--- config.mk ---
export PLATFORM = sky130hd
export DESIGN_NAME = fetch_pc_ctrl_flat
export DESIGN_NICKNAME = d
export VERILOG_FILES = /design/src/rtl/fetch_pc_ctrl_if.sv /design/src/rtl/fetch_pc_ctrl.sv /design/src/flat_wrapper.sv
export SDC_FILE = /design/constraint.sdc
export NUM_CORES = 1
export LEC_CHECK = 0
export ABC_AREA = 0
export CAP_MARGIN = 40
export CORE_ASPECT_RATIO = 0.6
export CORE_MARGIN = 2
export CORE_UTILIZATION = 34
export DETAILED_ROUTE_END_ITERATION = 8
export MAX_ROUTING_LAYER = met4
export SLEW_MARGIN = 20
export SYNTH_ARGS = -nofsm -noshare
export SYNTH_HDL_FRONTEND = slang
export SYNTH_SLANG_ARGS = --single-unit
--- constraint.sdc ---
create_clock -name clk -period 3.9 [get_ports clk]
set_clock_uncertainty 0.05 [all_clocks]
set_input_delay 0.78 -clock clk [delete_from_list [all_inputs] [get_ports clk]]
set_output_delay 0.78 -clock clk [all_outputs]
set_load 0.02 [all_outputs]
--- src/rtl/fetch_pc_ctrl_if.sv ---
// Pipeline-side bundle for the fetch PC controller: decoder prediction hints,
// execute-stage resolution, and the fetch PC / squash / statistics outputs.
interface fetch_pc_ctrl_if;
  logic        stall;
  logic        pred_is_jal;
  logic        pred_is_branch;
  logic [31:0] pred_target;
  logic        ex_valid;
  logic        ex_is_branch;
  logic        ex_taken;
  logic [31:0] ex_pc;
  logic        ex_mispredict;
  logic [31:0] ex_correct_pc;
  logic [31:0] pc;
  logic        fetch_valid;
  logic        squash;
  logic [31:0] branch_cnt;
  logic [31:0] mispredict_cnt;

  modport master (
    output stall, pred_is_jal, pred_is_branch, pred_target,
           ex_valid, ex_is_branch, ex_taken, ex_pc, ex_mispredict, ex_correct_pc,
    input  pc, fetch_valid, squash, branch_cnt, mispredict_cnt
  );

  modport slave (
    input  stall, pred_is_jal, pred_is_branch, pred_target,
           ex_valid, ex_is_branch, ex_taken, ex_pc, ex_mispredict, ex_correct_pc,
    output pc, fetch_valid, squash, branch_cnt, mispredict_cnt
  );
endinterface

--- src/rtl/fetch_pc_ctrl.sv ---
// Fetch-stage PC sequencer: boot, sequential/predicted fetch with a 2-bit BHT,
// stall hold, and execute-stage redirect with a timed squash window.
module fetch_pc_ctrl #(
  parameter logic [31:0] RESET_PC     = 32'h0000_0000,
  parameter int          BHT_IDX_W    = 6,
  parameter int          FLUSH_CYCLES = 2
) (
  input  logic           clk,
  input  logic           rst,
  fetch_pc_ctrl_if.slave ctrl
);

  typedef enum logic [1:0] {BOOT, RUN, FLUSH} state_e;

  localparam int         BHT_N        = 1 << BHT_IDX_W;
  localparam logic [2:0] FLUSH_RELOAD = 3'(FLUSH_CYCLES - 1);
  localparam bit         FLUSH_ONE    = (FLUSH_CYCLES == 1);

  state_e         state_q;
  logic [31:0]    pc_q, pc_d;
  logic           fetch_valid_q;
  logic [2:0]     flush_cnt_q;
  logic [31:0]    branch_cnt_q, mispredict_cnt_q;
  logic [1:0]     bht_q [BHT_N];

  logic                 redirect, bht_we, predict_taken;
  logic [BHT_IDX_W-1:0] fetch_idx, ex_idx;
  logic                 unused_bits;

  assign redirect      = ctrl.ex_valid & ctrl.ex_mispredict;
  assign bht_we        = ctrl.ex_valid & ctrl.ex_is_branch;
  assign fetch_idx     = pc_q[BHT_IDX_W+1:2];
  assign ex_idx        = ctrl.ex_pc[BHT_IDX_W+1:2];
  assign predict_taken = ctrl.pred_is_branch & bht_q[fetch_idx][1];
  assign unused_bits   = ^{ctrl.ex_pc[31:BHT_IDX_W+2], ctrl.ex_pc[1:0],
                           ctrl.ex_correct_pc[1:0], ctrl.pred_target[1:0]};

  // Next-PC priority: redirect, then (only while running) stall, JAL, predicted branch, sequential.
  always_comb begin
    pc_d = pc_q;
    if (redirect) begin
      pc_d = {ctrl.ex_correct_pc[31:2], 2'b00};
    end else if (state_q == RUN) begin
      if (ctrl.stall) begin
        pc_d = pc_q;
      end else if (ctrl.pred_is_jal || predict_taken) begin
        pc_d = {ctrl.pred_target[31:2], 2'b00};
      end else begin
        pc_d = pc_q + 32'd4;
      end
    end
  end

  always_ff @(posedge clk) begin
    if (rst) begin
      state_q          <= BOOT;
      pc_q             <= RESET_PC;
      fetch_valid_q    <= 1'b0;
      flush_cnt_q      <= 3'd0;
      branch_cnt_q     <= 32'd0;
      mispredict_cnt_q <= 32'd0;
      for (int i = 0; i < BHT_N; i++) begin
        bht_q[i] <= 2'b01;
      end
    end else begin
      pc_q <= pc_d;

      // Branch training runs regardless of fetch state; reads above still see the old entry.
      if (bht_we) begin
        branch_cnt_q <= branch_cnt_q + 32'd1;
        if (ctrl.ex_taken && (bht_q[ex_idx] != 2'b11)) begin
          bht_q[ex_idx] <= bht_q[ex_idx] + 2'b01;
        end else if (!ctrl.ex_taken && (bht_q[ex_idx] != 2'b00)) begin
          bht_q[ex_idx] <= bht_q[ex_idx] - 2'b01;
        end
      end

      if (redirect) begin
        mispredict_cnt_q <= mispredict_cnt_q + 32'd1;
        flush_cnt_q      <= FLUSH_RELOAD;
        if (FLUSH_ONE) begin
          state_q       <= RUN;
          fetch_valid_q <= 1'b1;
        end else begin
          state_q       <= FLUSH;
          fetch_valid_q <= 1'b0;
        end
      end else begin
        case (state_q)
          BOOT: begin
            state_q       <= RUN;
            fetch_valid_q <= 1'b1;
          end
          RUN: begin
            fetch_valid_q <= 1'b1;
          end
          FLUSH: begin
            flush_cnt_q <= flush_cnt_q - 3'd1;
            if (flush_cnt_q <= 3'd1) begin
              state_q       <= RUN;
              fetch_valid_q <= 1'b1;
            end else begin
              fetch_valid_q <= 1'b0;
            end
          end
          default: begin
            state_q       <= BOOT;
            fetch_valid_q <= 1'b0;
          end
        endcase
      end
    end
  end

  assign ctrl.pc             = pc_q;
  assign ctrl.fetch_valid    = fetch_valid_q;
  assign ctrl.squash         = (state_q == FLUSH) | redirect;
  assign ctrl.branch_cnt     = branch_cnt_q;
  assign ctrl.mispredict_cnt = mispredict_cnt_q;

endmodule
--- src/flat_wrapper.sv ---
// flat-port wrapper written by rule: the top's interface ports become plain ports
module fetch_pc_ctrl_flat 
#(
  parameter logic [31:0] RESET_PC     = 32'h0000_0000,
  parameter int          BHT_IDX_W    = 6,
  parameter int          FLUSH_CYCLES = 2
)
  (clk, rst, ctrl_stall, ctrl_pred_is_jal, ctrl_pred_is_branch, ctrl_pred_target, ctrl_ex_valid, ctrl_ex_is_branch, ctrl_ex_taken, ctrl_ex_pc, ctrl_ex_mispredict, ctrl_ex_correct_pc, ctrl_pc, ctrl_fetch_valid, ctrl_squash, ctrl_branch_cnt, ctrl_mispredict_cnt);
  fetch_pc_ctrl_if ctrl_i ();
  input  logic clk;
  input  logic rst;
  input wire logic [$bits(ctrl_i.stall)-1:0] ctrl_stall;
  input wire logic [$bits(ctrl_i.pred_is_jal)-1:0] ctrl_pred_is_jal;
  input wire logic [$bits(ctrl_i.pred_is_branch)-1:0] ctrl_pred_is_branch;
  input wire logic [$bits(ctrl_i.pred_target)-1:0] ctrl_pred_target;
  input wire logic [$bits(ctrl_i.ex_valid)-1:0] ctrl_ex_valid;
  input wire logic [$bits(ctrl_i.ex_is_branch)-1:0] ctrl_ex_is_branch;
  input wire logic [$bits(ctrl_i.ex_taken)-1:0] ctrl_ex_taken;
  input wire logic [$bits(ctrl_i.ex_pc)-1:0] ctrl_ex_pc;
  input wire logic [$bits(ctrl_i.ex_mispredict)-1:0] ctrl_ex_mispredict;
  input wire logic [$bits(ctrl_i.ex_correct_pc)-1:0] ctrl_ex_correct_pc;
  output wire logic [$bits(ctrl_i.pc)-1:0] ctrl_pc;
  output wire logic [$bits(ctrl_i.fetch_valid)-1:0] ctrl_fetch_valid;
  output wire logic [$bits(ctrl_i.squash)-1:0] ctrl_squash;
  output wire logic [$bits(ctrl_i.branch_cnt)-1:0] ctrl_branch_cnt;
  output wire logic [$bits(ctrl_i.mispredict_cnt)-1:0] ctrl_mispredict_cnt;
  assign ctrl_i.stall = ctrl_stall;
  assign ctrl_i.pred_is_jal = ctrl_pred_is_jal;
  assign ctrl_i.pred_is_branch = ctrl_pred_is_branch;
  assign ctrl_i.pred_target = ctrl_pred_target;
  assign ctrl_i.ex_valid = ctrl_ex_valid;
  assign ctrl_i.ex_is_branch = ctrl_ex_is_branch;
  assign ctrl_i.ex_taken = ctrl_ex_taken;
  assign ctrl_i.ex_pc = ctrl_ex_pc;
  assign ctrl_i.ex_mispredict = ctrl_ex_mispredict;
  assign ctrl_i.ex_correct_pc = ctrl_ex_correct_pc;
  assign ctrl_pc = ctrl_i.pc;
  assign ctrl_fetch_valid = ctrl_i.fetch_valid;
  assign ctrl_squash = ctrl_i.squash;
  assign ctrl_branch_cnt = ctrl_i.branch_cnt;
  assign ctrl_mispredict_cnt = ctrl_i.mispredict_cnt;
  fetch_pc_ctrl #(.RESET_PC(RESET_PC), .BHT_IDX_W(BHT_IDX_W), .FLUSH_CYCLES(FLUSH_CYCLES)) u_core (.clk(clk), .rst(rst), .ctrl(ctrl_i));
endmodule
==> impl_metrics.toml, run 1 <==
[yosys]
synth_top_area_cell = "edfxtp_1"
ys_ff_latch = 236
ys.warnings.count = 0
synth_area_leaders = "edfxtp_1 (28%), dfxtp_1 (16%), nor2_1 (6.6%)"
ys_types = 72
synth_ff_type = "edfxtp_1"
synth_nets = 1580
netlist_area_um2 = 13600
syn_area_per_cell_um2 = 9.28
synth_cells = 1470
synth.top_cell.area_share_pct = 28.2
seq_area_frac_synth_pct = 44.0
ys_async_sr_fraction_pct = 0
synth_edf_count = 128

[worst_setup_path]
worst-setup-path-type = "input port to flop"
reg2regPathDepth = 6
cp_data_arrival_time_ps = 3630
path_max_fanout = 32
r2r_setup_slack_ps = 700
rr_endpoint = "u_core.ctrl.pc[14]"
cp-start-kind = "input port"
required_ps = 4140
crit_path_end_kind = "flop"

[cts]
clk_latency_ps = 560
numCtsBuffers = 24
cts.clk_slew.worst_paths_ps = 60
cts_resized = 0
cts_tree = "yes"
post_cts_buffers = 0
cts_sinks = 236
root_buffer = "clkbuf_16"
cts_max_level = 1
cts.path.max_buffers = 3
hold_buffers = 0

[timing]
min_period_ps = 3390
setup_viol = 0
clock.fmax_mhz = 295
finalCritPeriodShare_pct = 87.0
setup-tns-final_ps = 0
rsz0062_at_grt = "no"
worst_pin_slew_ps = 782
relSlewSlack_pct = 47.8
finalMaxSlewViolations = 0
hold_viol_final = 0

[finish]
final_area_um2 = 16900
fin_util_pct = 42.9
diodes = 0
layoutNonFillerInstCount = 2137
final_nets = 1707
layout_common_cells = "nor2_1 (240), clkdlybuf4s50_1 (168), nand3_1 (141)"
layout_commonest_cell = "nor2_1"
drive_gt1_share_pct = 11.2
areaGrowthSynthToFinish_pct = 23.6

[power_and_ir_drop]
p_clk_share_pct = 39.5
p_per_area_nw_per_um2 = 363
switchingPower_uw = 1730
power.internal_uw = 4390
swShare_pct = 28.3
power_frac_seq_pct = 45.3
leakage_uw = 0.00522
peakVddDrop_v = 0.000307
pwr-share-comb_pct = 15.2

[routing]
drc = 0
routed_wl_mm = 44.8
vias = 12400
routedWlPerCell_um = 21.0
dr.pass1.iters = 5
drt_iter0_drc = 1444
vias_per_cell = 5.78
ant_nets = 0

[die]
fp.dieW_um = 263
io_pins = 203
core-area_um2 = 39300
die_y_um = 159
die_area_um2 = 41800
start_util_pct = 34.7
rows = 56

[run]
drv_cap = 0

[global_route]
grt_max_degree = 117
grt-ovfl-total = 0
grtUsageMet2_pct = 28.8
grt_pass1_vias = 11400
grt_pass1_wl_mm = 69.2
grt.busiest_layer = "met1"
grt_use_met1_pct = 32.7
track_usage_pct = 21.5
grt_antenna_before_repair = 0
grt_use_met3_pct = 4.87

[place]
port_buffers = 172
dp.cells = 2093
postPlaceCellArea_um2 = 16000
dp_hpwl_mm = 29.6
gp_congestion = 0.887

[worst_hold_path]
min_from = "u_core.ctrl.pc[1]"
hold_end = "u_core.ctrl.pc[1]"
hp-class = "flop to flop"
hold_depth = 1

[outcome]
status = "complete, no violations"
[synthesized netlist by cell type (32+ instances only)]
| cell | number |
|---|---|
| nor2_1 | 240 |
| nand3_1 | 141 |
| edfxtp_1 | 128 |
| nand2_1 | 124 |
| a21oi_1 | 115 |
| dfxtp_1 | 108 |
| clkbuf_1 | 80 |
| a221o_1 | 64 |
| xor2_1 | 42 |
| nor3_1 | 36 |
| buf_2 | 33 |
| mux4_2 | 32 |
| xnor2_1 | 32 |
[layout make-up]
type	instances	area, µm²
clock buffers	32	723
clock inverters	12	91.3
fillers	3735	22500
inverters	13	48.8
multi-input cells	1084	6920
flip-flops and latches	236	6010
well taps	522	653
repair buffers	238	2420
[flip-flops by register name, indices dropped and copies added, names as in the netlist, named ones only]
name and flops:
u_core.state_q 2, u_core.ctrl.mispredict_cnt 32, u_core.ctrl.pc 32, u_core.ctrl.fetch_valid 1
u_core.ctrl.branch_cnt 32, u_core.flush_cnt_q 3, u_core.bht_q 128
[layer usage]
| metal | wire length, µm | up-vias |
|---|---|---|
| met1 | 20900 | 6010 |
| met2 | 18500 | 623 |
| met5 | 0 | - |
| met3 | 4790 | 64 |
| met4 | 662 | 0 |
| li1 | - | 5658 |
[worst max-delay path, cell delays in order]
cell      delay, ps
buf_2           450
buf_4           330
nand2b_1        250
o22ai_1         100
a311o_1         310
a211oi_1        390
and2_4          290
nand3_4         120
buf_12          200
a221o_1         400
[cells by family after synthesis]
group	Yosys count	share of synthesized area (%)
buf+inv	150	5.48
fa+ha+maj	5	0.459
mux	66	7.84
simple gates	671	23.3
xor+xnor	74	4.75
compound gates	268	14.1
flops	236	44.0
[power groups by stage]
stage / Combinational [µW] / Sequential [µW] / Clock [µW]
2_1_floorplan: 527 / 2820 / 0
3_3_place_gp: 908 / 2820 / 0
3_5_place_dp: 915 / 2820 / 0
4_1_cts: 919 / 2770 / 2440
5_1_grt: 987 / 2780 / 2550
6_report: 929 / 2770 / 2410
[per-stage QoR]
step / power, µW / setup slack, ps / hold slack [ps]
2_1_floorplan: 3340 / 629 / 441
3_3_place_gp: 3730 / 103 / 393
3_5_place_dp: 3740 / 91.8 / 395
4_1_cts: 6130 / 597 / 416
5_1_grt: 6310 / 385 / 442
6_report: 6110 / 505 / 408
[how the worst max path moves through the flow]
stage / from / to / slack, ps / depth (start not counted)
2_1_floorplan: ctrl_ex_pc[4] / u_core.bht_q[0][0] / 630 / 11
3_3_place_gp: ctrl_ex_pc[3] / u_core.bht_q[44][0] / 100 / 10
3_5_place_dp: ctrl_ex_pc[3] / u_core.bht_q[44][0] / 90 / 10
4_1_cts: ctrl_ex_valid / ctrl_squash / 600 / 4
5_1_grt: ctrl_ex_pc[3] / u_core.bht_q[44][0] / 380 / 10
6_report: ctrl_ex_pc[3] / u_core.bht_q[44][0] / 510 / 10
Note: power is estimated with default switching activity, not from simulation.
==> run 2, diff against run 1 <==
CORE_ASPECT_RATIO = 0.9   (was 0.6)
==> impl_metrics.toml, run 2 (same netlist as run 1, synthesis figures left out) <==
[global_route]
grt_antenna_before_repair = 0
grt_pass1_wl_mm = 66.6
track_usage_pct = 20.3
grt_pass1_vias = 11600
grt-ovfl-total = 0
grt_max_degree = 118

[cts]
root_buffer = "clkbuf_16"
hold_buffers = 0
cts_tree = "yes"
post_cts_buffers = 0
cts.path.max_buffers = 3
cts_max_level = 1
cts.clk_slew.worst_paths_ps = 60
cts_resized = 0
clk_latency_ps = 550
numCtsBuffers = 26
cts_sinks = 236

[place]
dp.cells = 2104
dp_hpwl_mm = 28.2
gp_congestion = 0.857
port_buffers = 172
postPlaceCellArea_um2 = 16000

[finish]
layoutNonFillerInstCount = 2153
drive_gt1_share_pct = 10.8
final_area_um2 = 16800
layout_common_cells = "nor2_1 (240), clkdlybuf4s50_1 (168), nand3_1 (141)"
largest_register = "u_core.bht_q"
diodes = 0
largest_register_ffs = 128
n_fill_cell = 3836
layout_commonest_cell = "nor2_1"
final_nets = 1711
fin_util_pct = 42.5
areaGrowthSynthToFinish_pct = 23.3

[worst_setup_path]
cpPeakStageDelay_ps = 790
crit_family = "compound AO/OA/AOI/OAI gates"
cp-start-kind = "flop"
cp.depth = 8
reg2regPathDepth = 8
critPathBufInv = 1
cp_data_arrival_time_ps = 3780
cp_slowest_cell = "dfxtp_1"
required_ps = 4300
r2r_setup_slack_ps = 530
worst-setup-path-type = "flop to flop"
path_max_fanout = 11
crit_chain = "mux4_2 > mux2i_1 > o21ai_0 > o2111ai_2 > and2_1 > buf_4 > nand3_1 > a311oi_1"
crit_path_end_kind = "flop"

[routing]
vias = 12300
routedWlPerCell_um = 19.8
dr.pass1.iters = 6
routed_wl_mm = 42.6
vias_per_cell = 5.70
drc = 0
ant_nets = 0
drt_iter0_drc = 1355

[die]
die_y_um = 194
rows = 69
core-area_um2 = 39500
io_pins = 203
die_area_um2 = 41700
fp.dieW_um = 215
start_util_pct = 34.5

[timing]
clock.fmax_mhz = 297
setup_viol = 0
finalCritPeriodShare_pct = 86.4
setup-tns-final_ps = 0
hold_viol_final = 0
rsz0062_at_grt = "no"
relSlewSlack_pct = 50.9
finalMaxSlewViolations = 0
min_period_ps = 3370
worst_pin_slew_ps = 735

[power_and_ir_drop]
p_per_area_nw_per_um2 = 366
leakage_uw = 0.00518
peakVddDrop_v = 0.000282

[run]
drv_cap = 0

[worst_hold_path]
hp-class = "flop to flop"
hold_depth = 1

[outcome]
status = "complete, no violations"
## run 2: worst reg2reg max path: cells and delay by family, from the launching register on
kind	cells	cell delay, ps
flip-flops	1	790
AND/OR/NAND/NOR	2	600
AO/OA/AOI/OAI	3	820
buffers and inverters	1	250
multiplexers	2	760
## run 2: report_power, final
group,switching [µW],leakage [µW],internal (µW)
registers,90.4,0.00199,2680
logic,525,0.00279,381
clock network,1040,0.000404,1440
total,1660,0.00518,4500
## run 2: area by class of cell
cell class | instances | area [µm²] | area share (%)
Multi-Input combinational cell | 1084 | 6920 | 41.1
Sequential cell | 236 | 6010 | 35.7
Timing Repair Buffer | 240 | 2350 | 14.0
Clock buffer | 38 | 737 | 4.38
Tap cell | 532 | 666 | 3.96
Clock inverter | 10 | 97.6 | 0.580
Inverter | 13 | 48.8 | 0.290
## run 2: worst paths after layout
kind	start	endpoint
hold / removal	u_core.ctrl.pc[0]	u_core.ctrl.pc[0]
hold reg to reg	u_core.ctrl.pc[0]	u_core.ctrl.pc[0]
setup / recovery	flop	u_core.ctrl.pc[20]
setup reg to reg	flop	u_core.ctrl.pc[20]
## run 2: metrics by stage
step                setup WS, ps  hold WS, ps  power [µW]
global placement             198          395        3710
floorplan                    629          441        3340
global route                 297          456        6360
detailed placement           169          397        3720
CTS                          403          416        6200
finish                       529          414        6150
## run 2: routing by layer
| layer | share of wire [%] | vias up | global-route usage (%) |
|---|---|---|---|
| met4 | 2.7 | 0 | 5.98 |
| met3 | 7.2 | 73 | 3.26 |
| met1 | 43 | 6010 | 27.6 |
| met2 | 47 | 522 | 31.3 |
| met5 | 0 | - | - |
| li1 | - | 5670 | - |
==> run 3, diff against run 2 <==
CORE_MARGIN = 1   (was 2)
CORE_UTILIZATION = 55   (was 34)
PLACE_DENSITY = 0.81   (was unset)
SLEW_MARGIN = unset   (was 20)
==> impl_metrics.toml, run 3 (same netlist as run 1, synthesis figures left out) <==
[outcome]
status = "complete, no violations"

[timing]
finalCritPeriodShare_pct = 83.8
finalMaxSlewViolations = 0
setup-tns-final_ps = 0
worst_pin_slew_ps = 747
setup_viol = 0
rsz0062_at_grt = "no"
relSlewSlack_pct = 50.1
min_period_ps = 3270
clock.fmax_mhz = 306
hold_viol_final = 0

[die]
rows = 54
die_y_um = 151
die_area_um2 = 25400
core-area_um2 = 24300
io_pins = 203
fp.dieW_um = 168
start_util_pct = 56.1

[routing]
wl_met2_mm = 18.4
routedWlPerCell_um = 20.6
wl_met3_mm = 4.25
drt_iter0_drc = 1419
routed_wl_mm = 39.5
dr.pass1.iters = 6
vias = 12500
ant_nets = 0
top_layer_used = "met4"
wl_met1_mm = 15.2
vias_per_cell = 6.50
drc = 0

[cts]
cts.clk_slew.worst_paths_ps = 60
cts_tree = "yes"
cts_resized = 0
post_cts_buffers = 0
root_buffer = "clkbuf_16"
clk_latency_ps = 540
numCtsBuffers = 27
hold_buffers = 0
cts_sinks = 236
cts_max_level = 1
cts.path.max_buffers = 3

[worst_setup_path]
crit_path_end_kind = "flop"
path_max_fanout = 17
critPathBufInv = 1
crit_chain = "mux4_2 > mux2i_1 > o21ai_0 > o2111ai_2 > and2_1 > buf_12 > nand3_1 > a311oi_1"
cp-start-kind = "flop"
required_ps = 4280
cp_data_arrival_time_ps = 3650
cp_slowest_cell = "dfxtp_1"
crit_family = "compound AO/OA/AOI/OAI gates"
worst-setup-path-type = "flop to flop"
cpPeakStageDelay_ps = 700

[power_and_ir_drop]
power.internal_uw = 4490
p_clk_share_pct = 40.4
pwr-share-comb_pct = 14.4
peakVddDrop_v = 0.000341
swShare_pct = 26.7
leakage_uw = 0.00517
p_per_area_nw_per_um2 = 371
switchingPower_uw = 1630
power_frac_seq_pct = 45.1

[worst_hold_path]
hp-class = "flop to flop"

[global_route]
track_usage_pct = 30.9
grt_max_degree = 54
grt_antenna_before_repair = 0
grt_pass1_wl_mm = 60.2
grt_pass1_vias = 11400
grt-ovfl-total = 0

[finish]
largest_register_ffs = 128
n_fill_cell = 1798
final_nets = 1702
layout_commonest_cell = "nor2_1"
largest_register = "u_core.bht_q"
final_area_um2 = 16500
areaGrowthSynthToFinish_pct = 21.0
layout_common_cells = "nor2_1 (240), clkdlybuf4s50_1 (168), nand3_1 (141)"
diodes = 0
layoutNonFillerInstCount = 1921
drive_gt1_share_pct = 10.7

[place]
gp_congestion = 0.911
postPlaceCellArea_um2 = 15600
dp.cells = 1871
dp_hpwl_mm = 25.7
port_buffers = 172

[run]
drv_cap = 0
==> run 3: layout make-up <==
cell class / count / area [µm²] / area share (%)
Clock inverter: 14 / 110 / 0.667
Clock buffer: 36 / 761 / 4.61
Timing Repair Buffer: 230 / 2280 / 13.8
Multi-Input combinational cell: 1084 / 6920 / 41.9
Inverter: 13 / 48.8 / 0.296
Sequential cell: 236 / 6010 / 36.4
Tap cell: 308 / 385 / 2.33
==> run 3: power groups by stage <==
stage          Combinational [µW]  Sequential (µW)  Clock, µW
2_1_floorplan                 527             2820          0
3_3_place_gp                  854             2810          0
3_5_place_dp                  865             2810          0
4_1_cts                       871             2760       2490
5_1_grt                       932             2770       2570
6_report                      883             2760       2480
==> run 3: worst paths after layout <==
kind	startpoint	endpoint	slack (ps)	cells after the start
hold reg to reg	u_core.ctrl.pc[1]	u_core.ctrl.pc[1]	420	1
setup reg to reg	flop	u_core.ctrl.pc[16]	630	8
hold / removal	u_core.ctrl.pc[1]	u_core.ctrl.pc[1]	420	1
setup / recovery	flop	u_core.ctrl.pc[16]	630	8
==> run 3: stage by stage <==
| stage | utilization (%) | power (µW) | hold slack, ps | worst slack [ps] |
|---|---|---|---|---|
| 4_1_cts | 67.9 | 6120 | 425 | 625 |
| 3_3_place_gp | 64.3 | 3660 | 394 | 226 |
| 5_1_grt | 67.9 | 6280 | 449 | 344 |
| 3_5_place_dp | 64.3 | 3680 | 408 | 165 |
| 6_report | 67.9 | 6120 | 420 | 633 |
| 2_1_floorplan | - | 3340 | 441 | 629 |
==> run 3: worst register-to-register path, cell delays in order (launching register included) <==
cell,delay (ps)
dfxtp_1,700
mux4_2,600
mux2i_1,140
o21ai_0,110
o2111ai_2,370
and2_1,590
buf_12,230
nand3_1,80
a311oi_1,310
==> run 3: metal layers <==
layer | track usage (%) | up-vias
li1 | - | 5656
met4 | 13.3 | 0
met5 | - | -
met2 | 47.4 | 768
met3 | 6.48 | 145
met1 | 39.7 | 5922
